### config.mk
export PLATFORM = sky130hd
export DESIGN_NAME = fifo_receiver
export DESIGN_NICKNAME = d
export VERILOG_FILES = /design/src/rtl/uart_pkg.sv /design/src/rtl/fifo_receiver_rise_detect.sv /design/src/rtl/fifo_receiver.sv
export SDC_FILE = /design/constraint.sdc
export NUM_CORES = 1
export LEC_CHECK = 0
export BUFFER_PORTS_ARGS = -buffer_cell sky130_fd_sc_hd__buf_2
export CORE_MARGIN = 2
export CORE_UTILIZATION = 35
export CTS_CLUSTER_SIZE = 25
export DETAILED_ROUTE_END_ITERATION = 12
export SETUP_SLACK_MARGIN = 0.1
export SLEW_MARGIN = 20
export SYNTH_ARGS = -nofsm -noshare
export SYNTH_HDL_FRONTEND = slang
export SYNTH_SLANG_ARGS = --single-unit
### constraint.sdc
create_clock -name clk -period 2.8 [get_ports clk]
set_input_delay 0.42 -clock clk [delete_from_list [all_inputs] [get_ports clk]]
set_output_delay 0.42 -clock clk [all_outputs]
set_load 0.1 [all_outputs]
### src/rtl/uart_pkg.sv
// Shared UART definitions: read-side FSM encoding and default word width.
package uart_pkg;

  typedef enum logic {
    RD_IDLE = 1'b0,
    RD_HOLD = 1'b1
  } rd_state_t;

  localparam int DB_DEFAULT = 8;

endpackage

### src/rtl/fifo_receiver_rise_detect.sv
// Registered rising-edge detector with synchronous active-high reset.
module rise_detect (
  input  logic clk,
  input  logic reset,
  input  logic d,
  output logic rise
);

  logic d_q;

  // Clearing d_q on reset makes a level held across reset look like a new edge.
  always_ff @(posedge clk) begin
    if (reset) d_q <= 1'b0;
    else       d_q <= d;
  end

  assign rise = d & ~d_q;

endmodule

### src/rtl/fifo_receiver.sv
// Receive-side UART FIFO, first-word-fall-through, one pop per rising edge of rd.
// Optional sticky overrun flag is built when FIFO_RX_OVERRUN_EN is defined.
module fifo_receiver
  import uart_pkg::*;
#(
  parameter int DB = DB_DEFAULT,
  parameter int AW = 2
) (
  input  logic          clk,
  input  logic          reset,
  input  logic [DB-1:0] d_out,
  input  logic          rx_done,
  input  logic          rd,
  output logic [DB-1:0] r_data,
  output logic          rx_empty,
  output logic          rx_full,
  output logic          overrun
);

  localparam int DEPTH = 1 << AW;
  localparam logic [AW:0] FULL_CNT = (AW+1)'(DEPTH);

  logic [DB-1:0] mem_q [DEPTH];
  logic [AW-1:0] wptr_q, wptr_d, rptr_q, rptr_d;
  logic [AW:0]   count_q, count_d;
  rd_state_t     state_q;
  logic          pushEvt, popEvt, pushTake, popTake;

  rise_detect u_rx_rise (.clk(clk), .reset(reset), .d(rx_done), .rise(pushEvt));
  rise_detect u_rd_rise (.clk(clk), .reset(reset), .d(rd),      .rise(popEvt));

  assign rx_empty = (count_q == '0);
  assign rx_full  = (count_q == FULL_CNT);
  assign r_data   = rx_empty ? '0 : mem_q[rptr_q];

  // A full FIFO still accepts a push when a pop frees the head slot in the same cycle.
  assign popTake  = popEvt && (state_q == RD_IDLE) && !rx_empty;
  assign pushTake = pushEvt && (!rx_full || popTake);

  always_comb begin
    wptr_d  = wptr_q;
    rptr_d  = rptr_q;
    count_d = count_q;
    if (pushTake) wptr_d = wptr_q + 1'b1;
    if (popTake)  rptr_d = rptr_q + 1'b1;
    if (pushTake && !popTake)      count_d = count_q + 1'b1;
    else if (popTake && !pushTake) count_d = count_q - 1'b1;
  end

  always_ff @(posedge clk) begin
    if (reset) begin
      state_q <= RD_IDLE;
      wptr_q  <= '0;
      rptr_q  <= '0;
      count_q <= '0;
    end else begin
      wptr_q  <= wptr_d;
      rptr_q  <= rptr_d;
      count_q <= count_d;
      case (state_q)
        RD_IDLE: if (popEvt) state_q <= RD_HOLD;
        RD_HOLD: if (!rd)    state_q <= RD_IDLE;
        default:             state_q <= RD_IDLE;
      endcase
    end
  end

  always_ff @(posedge clk) begin
    if (pushTake) mem_q[wptr_q] <= d_out;
  end

`ifdef FIFO_RX_OVERRUN_EN
  logic overrun_q;

  always_ff @(posedge clk) begin
    if (reset)                            overrun_q <= 1'b0;
    else if (popTake)                     overrun_q <= 1'b0;
    else if (pushEvt && rx_full)          overrun_q <= 1'b1;
  end

  assign overrun = overrun_q;
`else
  assign overrun = 1'b0;
`endif

endmodule

### Yosys cells after proc, flatten, opt, wreduce, memory -nomap -nowiden

Memories as Yosys holds them, arrays and structs flattened. A register that Yosys moved wholly into a read port is not among the register bits.
Index checks and enable logic that the tools add are counted.

* memories kept: 1
* bits of input ports: 12
* RAM bits: 32
* register bits: 10

* add/subtract/negate cells: 4
* mux-type cells: 10
* eq/ne operators: 1
* reductions and logical operators: 12
* bitwise operators: 5

Memories
* mem_q: depth 4, bits a word 8, rd ports 1, clocked after Yosys merged registers in 1, wr ports 1, RTL line fifo_receiver.sv:23 `logic [DB-1:0] mem_q [DEPTH];`

Operators by type and width (number)
* $mux W8: 1
* $mux W3: 2
* $logic_and A1 B1 Y1: 5
* $add A2 B1 Y2 const B: 2
* $logic_not A1 Y1: 4
* $mux W1: 4
* $mux W2: 2
* $add A3 B1 Y3 const B: 1
* $eq A3 B3 Y1 const B: 1
* $logic_not A3 Y1: 1
* $not A1 Y1: 3
* $sub A3 B1 Y3 const B: 1
* $and A1 B1 Y1: 2
* $pmux W1 S2: 1
* $reduce_bool A2 Y1: 1
* $logic_or A1 B1 Y1: 1

### Longest topological paths before layout

Gate-level depths: netlist of the first run.

* word-level depth: 10
* gate-level depth with buffers: 9
* depth with buffers taken out: 8

### Cells and area by module

From an unflattened synthesis of the first run, not the netlist that was laid out.

* cell total of the unflattened synthesis: 117
* area total of the unflattened synthesis: 1861.8 sq um

By module, submodules not included
* fifo_receiver: times used 1, cells an instance 111, area each 1766.7 sq um, sequential area each 1161.1 sq um
* rise_detect: times used 2, cells an instance 3, area each 47.5 sq um, sequential area each 20.0 sq um

### Least setup slack after synthesis of the first run

Ideal clock, no wire load.

* path kind: register -> register
* from: register count_q[1]
* to: register count_q[2]
* setup slack: -1.346 ns
* arrival: 4.076 ns
* stages on the path, launching flop included: 9
* period minus slack after synthesis: 4.146 ns
* path buffers: 0
* data required time: 2.730 ns
* setup time: 0.070 ns
* path through: dfxtp_1 > nor3b_1 > a211oi_4 > ha_1 > inv_1 > fa_1 > xor2_1 > or3_1 > a21oi_1

* elaborated cells on any way between the ends: 16

RTL lines
* from (decl): RTL line fifo_receiver.sv:25 `logic [AW:0] count_q, count_d;`
* from (signal assigned): RTL line fifo_receiver.sv:59 `count_q <= count_d;`
* $eq A3 B3 Y1 *: RTL line fifo_receiver.sv:33 `assign rx_full = (count_q == FULL_CNT);`
* via rx_full: RTL line fifo_receiver.sv:16 `output logic rx_full,`
* $logic_not A1 Y1 *: RTL line fifo_receiver.sv:38 `assign pushTake = pushEvt && (!rx_full || popTake);`
* $logic_or A1 B1 Y1 *: RTL line fifo_receiver.sv:38
* $logic_and A1 B1 Y1 *: RTL line fifo_receiver.sv:38
* $logic_not A1 Y1: RTL line fifo_receiver.sv:47 `else if (popTake && !pushTake) count_d = count_q - 1'b1;`
* $logic_and A1 B1 Y1: RTL line fifo_receiver.sv:47
* $reduce_bool A2 Y1 (no line)

The timed path passes the listed nets; every way through them passes the cells marked *. The select of a mux whose other input is x is not followed.
A chain may end at the register's enable or synchronous reset.

==> results of run 1 <==
==> synth_stat cells (2+ instances only) <==
library cell / count
edfxtp_1: 32
buf_4: 2
dfxtp_1: 12
nor2_1: 5
inv_1: 6
a21oi_1: 4
xor2_1: 2
mux2i_1: 2
nand2b_1: 2
ha_1: 5
clkbuf_1: 2
o21ai_0: 2
mux4_2: 8
nor2b_1: 9
and2_2: 3
==> flip-flops by register name, indices dropped and copies added, names as in the netlist, named ones only <==
signal	flops
mem_q	32
count_q	3
rptr_q	2
wptr_q	2
state_q	1
u_rd_rise.d_q	1
u_rx_rise.d_q	1
==> critical path, stage by stage, from the launching register on <==
cell and delay, ns:
dfxtp_1 0.67, mux4_2 0.58, nor2b_1 0.14, buf_2 0.29
==> per-layer routing <==
metal | global-route usage, % | share of wire [%] | up-vias
met1 | 12.7 | 43 | 464
met4 | 5.85 | 2.0 | 0
li1 | - | - | 452
met2 | 21.6 | 52 | 21
met5 | 0 | 0 | -
met3 | 3.57 | 3.2 | 7
==> worst paths after layout <==
kind                              to  slack [ns]  depth (start not counted)                     start
min reg2reg       state_q$_SDFF_PP0_        0.46                          1  u_rd_rise.d_q$_SDFF_PP0_
max                        r_data[6]        0.40                          3                      flop
min            mem_q[2][4]$_DFFE_PP_        0.34                          1                  d_out[4]
max reg2reg  count_q[2]$_SDFFE_PP0P_        0.48                          8  u_rd_rise.d_q$_SDFF_PP0_
==> stage by stage <==
stage	hold slack, ns	cells	setup slack [ns]	instance area (um^2)
after CTS	0.335	207	0.313	2080
after detailed placement	0.450	199	0.297	1990
after floorplan	0.418	111	-0.0759	1820
after global routing	0.324	207	0.234	2080
final	0.342	207	0.402	2080
after global placement	0.434	199	0.402	1990
==> area by class of cell <==
| class | instances | area (um^2) |
|---|---|---|
| clock inverter | 3 | 18.8 |
| sequential | 44 | 1200 |
| timing repair buffer | 23 | 120 |
| tap | 70 | 87.6 |
| fill | 480 | 2960 |
| inverter | 6 | 22.5 |
| multi-input combinational | 56 | 563 |
| clock buffer | 5 | 68.8 |
==> cells by family (layout without fill, tap and decap cells) <==
| logic type | after synthesis | after routing | share of synthesized area [%] |
|---|---|---|---|
| flip-flops | 44 | 44 | 66.6 |
| AND/OR/NAND/NOR | 27 | 27 | 9.30 |
| multiplexers | 11 | 11 | 11.9 |
| buffers and inverters | 11 | 37 | 2.78 |
| AO/OA/AOI/OAI | 9 | 9 | 3.61 |
| adder cells (fa/ha/maj) | 6 | 6 | 4.58 |
| XOR/XNOR | 2 | 2 | 0.972 |
| other | 1 | 1 | 0.208 |
==> flow_summary.toml, run 1 <==
[cts]
cts_num_sinks = 44
numCtsBuffers = 5
insertion_delay_ns = 0.30
clkSlewWorstSetupHoldPaths_ns = 0.08
postCtsHoldBufs = 0
cts_tree = "done"
cts.repair.resized = 0
root_buffer = "clkbuf_8"
cts_max_level = 2
clock_path_buffers = 2
post_cts_buffers = 0

[global_route]
grt-ovfl-total = 0
grt_pass1_vias = 1025
grt_max_degree = 15
grt_usage_pct = 12.0
antenna_found_initial = 0
grt_pass1_wl_um = 4770

[routing]
routed_wl_um = 3020
vias = 944
wl_per_cell_um = 14.6
viasPerCell = 4.56
drc = 0
first_pass_iters = 4
drtIter0Drc = 54
ant_nets = 0

[yosys]
synth-seq-cells = 44
synth_top_area_share_pct = 53.3
ys_seq_area_share_pct = 66.6
synth_edf_count = 32
syn_inst = 111
synth_nets = 129
netlist_area_um2 = 1800
synth_top_area_cell = "edfxtp_1"
ys.warnings.count = 0
synthFlopType = "edfxtp_1"
synthTopCellsByArea = "edfxtp_1 53%, dfxtp_1 13%, mux4_2 10%, ha_1 3.5%, nor2b_1 3.1%"
synth_cell_types = 30
async_flop_share_pct = 0
syn_area_per_cell_um2 = 16.2

[floorplanning]
ioPinCount = 23
core_um2 = 5040
die-area_um2 = 5740
die_w_um = 75.8
rows = 26
die_h_um = 75.8
start_util_pct = 35.8

[timing]
finalCritPeriodShare_pct = 85.6
maxSlewHeadroom_pct = 63.0
fin_crit_ns = 2.40
max_freq_mhz = 417
finalHoldViolations = 0
tightest_slew_ns = 0.555
fin_skew_ns = 0.00954
rsz0062_at_grt = "false"
report.final.setup_viol = 0
drv_slew = 0
setup-tns-final_ns = 0

[placement]
port_buffers = 21
dp_hpwl_um = 2090
gp_congestion = 0.690

[worst_setup_path]
crit_path_max_fanout = 8
worst-setup-path-type = "flop to output port"
critPathLaunchType = "flop"
crit_arrival_ns = 1.98
cp-end-kind = "output port"
critPathRequiredTime_ns = 2.38

[job]
drv_cap = 0

[finish]
fin_nets = 154
layout_common_cells = "32 x edfxtp_1, 21 x buf_2, 12 x dfxtp_1"
drive_gt1_share_pct = 35.0
area_growth_pct = 15.5
layout_commonest_cell = "edfxtp_1"
utilization_pct = 41.3
antenna_cells = 0

[outcome]
status = "completed"

[min_path]
hp-class = "primary input to flop"
Power of run 1 is not shown: default switching activity piles up to over one toggle a cycle in this logic, so the estimate is an artifact.
==> run 2: changes to the inputs <==
==> constraint.sdc (replaced) <==
create_clock -name clk -period 2.8 [get_ports clk]
set_input_delay 0.28 -clock clk [delete_from_list [all_inputs] [get_ports clk]]
set_output_delay 0.28 -clock clk [all_outputs]
set_load 0.1 [all_outputs]
==> flow_summary.toml, run 2 (synthesis gave the netlist of run 1 again) <==
[cts]
clock_path_buffers = 2
cts_tree = "done"
insertion_delay_ns = 0.29
postCtsHoldBufs = 0
cts_max_level = 2
cts_num_sinks = 44
numCtsBuffers = 5
root_buffer = "clkbuf_8"
cts.repair.resized = 0
clkSlewWorstSetupHoldPaths_ns = 0.08
post_cts_buffers = 0

[routing]
wl_per_cell_um = 14.5
vias = 962
drtIter0Drc = 44
drc = 0
viasPerCell = 4.67
first_pass_iters = 4
ant_nets = 0
routed_wl_um = 2990

[worst_setup_path]
critPathRequiredTime_ns = 3.02
crit_arrival_ns = 2.71
critPathLaunchType = "flop"
cp-end-kind = "flop"
crit_path_max_fanout = 7
worst-setup-path-type = "flop to flop"
rr_worst_depth = 8

[timing]
fin_skew_ns = 0.00881
rsz0062_at_grt = "false"
finalHoldViolations = 0
report.final.setup_viol = 0
maxSlewHeadroom_pct = 60.2
finalCritPeriodShare_pct = 88.7
hold_ws_ns = 0.199
drv_slew = 0
fin_crit_ns = 2.48
setup-tns-final_ns = 0
tightest_slew_ns = 0.596
max_freq_mhz = 403

[floorplanning]
rows = 26
die-area_um2 = 5740
die_h_um = 75.8
core_um2 = 5040
ioPinCount = 23
die_w_um = 75.8
start_util_pct = 35.8

[global_route]
grt_pass1_wl_um = 4860
grt_usage_pct = 12.3
grt_max_degree = 14
grt_pass1_vias = 1037
grt-ovfl-total = 0
antenna_found_initial = 0

[finish]
area_growth_pct = 14.9
layout_common_cells = "32 x edfxtp_1, 21 x buf_2, 12 x dfxtp_1"
layout_commonest_cell = "edfxtp_1"
drive_gt1_share_pct = 33.1
antenna_cells = 0
largest_register_ff_count = 32
instances_no_fill = 206
top_register = "mem_q"
fin_nets = 153
largestRegisters = "mem_q: 32 flops, count_q: 3 flops"

[min_path]
hp-class = "primary input to flop"
min_delay_path_depth = 1

[placement]
gp_congestion = 0.685
dp.cells = 198
port_buffers = 21
dp_hpwl_um = 2050

[outcome]
status = "completed"

[job]
drv_cap = 0
## run 2: worst max-delay path, stage by stage, from the launching register on
cell and delay (ns):
dfxtp_1 0.31, or3b_4 0.43, a211oi_4 0.38, ha_1 0.27, inv_1 0.06, fa_1 0.37
xor2_1 0.15, or3_1 0.30, a21oi_1 0.13
## run 2: routing by layer
metal	vias up	track usage (%)	wire [um]
met3	10	5.29	183
li1	447	-	-
met5	-	0	0
met2	27	21.3	1580
met1	478	12.5	1190
met4	0	6.43	46
## run 2: path summary, 6_finish.rpt
check                                 from                 endpoint  slack, ns
setup / recovery  u_rd_rise.d_q$_SDFF_PP0_  count_q[2]$_SDFFE_PP0P_       0.32
hold / removal                    d_out[0]    mem_q[2][0]$_DFFE_PP_       0.20
setup reg to reg  u_rd_rise.d_q$_SDFF_PP0_  count_q[2]$_SDFFE_PP0P_       0.32
hold reg to reg   u_rd_rise.d_q$_SDFF_PP0_       state_q$_SDFF_PP0_       0.46
## run 2: layout make-up
type,instances,area (um^2)
multi-input cells,56,563
well taps,70,87.6
clock inverters,2,11.3
fillers,481,2970
clock buffers,6,72.6
repair buffers,22,113
inverters,6,22.5
flip-flops and latches,44,1200
## run 2: through the flow
| step | worst slack (ns) | util, % | cell area (um^2) |
|---|---|---|---|
| finish | 0.316 | 41.1 | 2070 |
| global route | 0.166 | 41.1 | 2070 |
| CTS | 0.285 | 41.1 | 2070 |
| detailed placement | 0.252 | 39.4 | 1990 |
| global placement | 0.371 | 39.4 | 1990 |
| floorplan | 0.0641 | - | 1820 |
Power of run 2 is left out for the same reason.
==> run 3: changes to the inputs <==
--- a/config.mk
+++ b/config.mk
@@ -6,7 +6,7 @@
 export NUM_CORES = 1
 export LEC_CHECK = 0
 export BUFFER_PORTS_ARGS = -buffer_cell sky130_fd_sc_hd__buf_2
-export CORE_MARGIN = 2
+export CORE_MARGIN = 5
 export CORE_UTILIZATION = 35
 export CTS_CLUSTER_SIZE = 25
 export DETAILED_ROUTE_END_ITERATION = 12
==> flow_summary.toml, run 3 (synthesis gave the netlist of run 1 again) <==
[routing]
drtIter0Drc = 46
met1Wirelength_um = 1310
vias = 946
first_pass_iters = 2
ant_nets = 0
viasPerCell = 4.59
wl_met3_um = 222
topRoutingLayerUsed = "met4"
routed_wl_um = 3090
routed-wl-met2_um = 1520
wl_per_cell_um = 15.0
drc = 0

[floorplanning]
die-area_um2 = 6690
core_um2 = 5040
die_h_um = 81.8
ioPinCount = 23
die_w_um = 81.8
rows = 26
start_util_pct = 35.8

[global_route]
grt_pass1_vias = 1029
grt_pass1_wl_um = 5000
grt_usage_pct = 10.7
antenna_found_initial = 0
grt-ovfl-total = 0
grt_max_degree = 15

[worst_setup_path]
crit_chain = "or3b_4 > a211oi_4 > ha_1 > inv_1 > fa_1 > xor2_1 > or3_1 > a21oi_1"
cp-end-kind = "flop"
critical-path-max-stage-delay_ns = 0.43
crit_arrival_ns = 2.73
worst-setup-path-type = "flop to flop"
crit_path_max_fanout = 7
critPathLaunchType = "flop"
ff2ff_setup_slack_ns = 0.30
critPathRequiredTime_ns = 3.03
rr_worst_depth = 8
slowest_stage = "or3b_4"

[placement]
gp_congestion = 0.730
port_buffers = 21
dp_hpwl_um = 2190

[finish]
fill_cells = 465
area_growth_pct = 19.0
fin_nets = 153
largest_register_ff_count = 32
layout_common_cells = "32 x edfxtp_1, 21 x buf_2, 12 x dfxtp_1"
top_register = "mem_q"
layout_commonest_cell = "edfxtp_1"
drive_gt1_share_pct = 34.6
largestRegisters = "mem_q: 32 flops, count_q: 3 flops"
register_area_um2 = 1200
multi_input_area_um2 = 563
utilization_pct = 42.6
antenna_cells = 0

[cts]
post_cts_buffers = 0
cts_tree = "done"
clock_path_buffers = 2
root_buffer = "clkbuf_8"
cts_num_sinks = 44
cts.repair.resized = 0
postCtsHoldBufs = 0
cts_max_level = 2
insertion_delay_ns = 0.30
clkSlewWorstSetupHoldPaths_ns = 0.08
numCtsBuffers = 5

[min_path]
min_delay_path_depth = 1
hp-class = "primary input to flop"

[timing]
tightest_slew_ns = 0.603
finalCritPeriodShare_pct = 89.3
report.final.setup_viol = 0
max_freq_mhz = 400
maxSlewHeadroom_pct = 59.7
drv_slew = 0
rsz0062_at_grt = "false"
fin_skew_ns = 0.00711
fin_crit_ns = 2.50
finalHoldViolations = 0
setup-tns-final_ns = 0

[outcome]
status = "completed"

[job]
drv_cap = 0
[run 3: changes by cell type in the layout (fill, tap and decap cells not counted)]
cell	delta
clkinvlp_4	-1
clkbuf_1	-1
clkinv_1	-1
bufinv_16	+3
[run 3: metrics by stage]
step / area [um^2] / std cells / setup WS, ns / hold slack (ns)
4_1_cts: 2150 / 206 / 0.284 / 0.183
5_1_grt: 2150 / 206 / 0.148 / 0.180
6_report: 2150 / 206 / 0.299 / 0.197
3_3_place_gp: 1990 / 198 / 0.365 / 0.429
2_1_floorplan: 1820 / 111 / 0.0641 / 0.360
3_5_place_dp: 1990 / 198 / 0.232 / 0.453
[run 3: cell type report]
cell class,instances,area share [%]
multi-input combinational,56,26.2
timing repair buffer,22,5.25
clock inverter,3,4.20
tap,70,4.08
sequential,44,56.0
inverter,6,1.05
clock buffer,5,3.21
[run 3: metal layers]
layer,GRT usage (%),vias to the layer above
met2,17.4,24
met4,4.82,0
li1,-,449
met1,12.1,469
met5,0,-
met3,4.61,4
[run 3: final timing paths]
path	start	endpoint
max	u_rd_rise.d_q$_SDFF_PP0_	count_q[2]$_SDFFE_PP0P_
min	d_out[1]	mem_q[0][1]$_DFFE_PP_
max reg2reg	u_rd_rise.d_q$_SDFF_PP0_	count_q[2]$_SDFFE_PP0P_
min reg2reg	u_rd_rise.d_q$_SDFF_PP0_	state_q$_SDFF_PP0_
[run 3: critical path, delay by kind of cell (launching register included)]
family	cells	cell delay, ns
AND/OR/NAND/NOR	2	0.74
adder cells (fa/ha/maj)	2	0.64
AO/OA/AOI/OAI	2	0.53
flip-flops	1	0.32
XOR/XNOR	1	0.16
buffers and inverters	1	0.06
Power of run 3 is left out for the same reason.
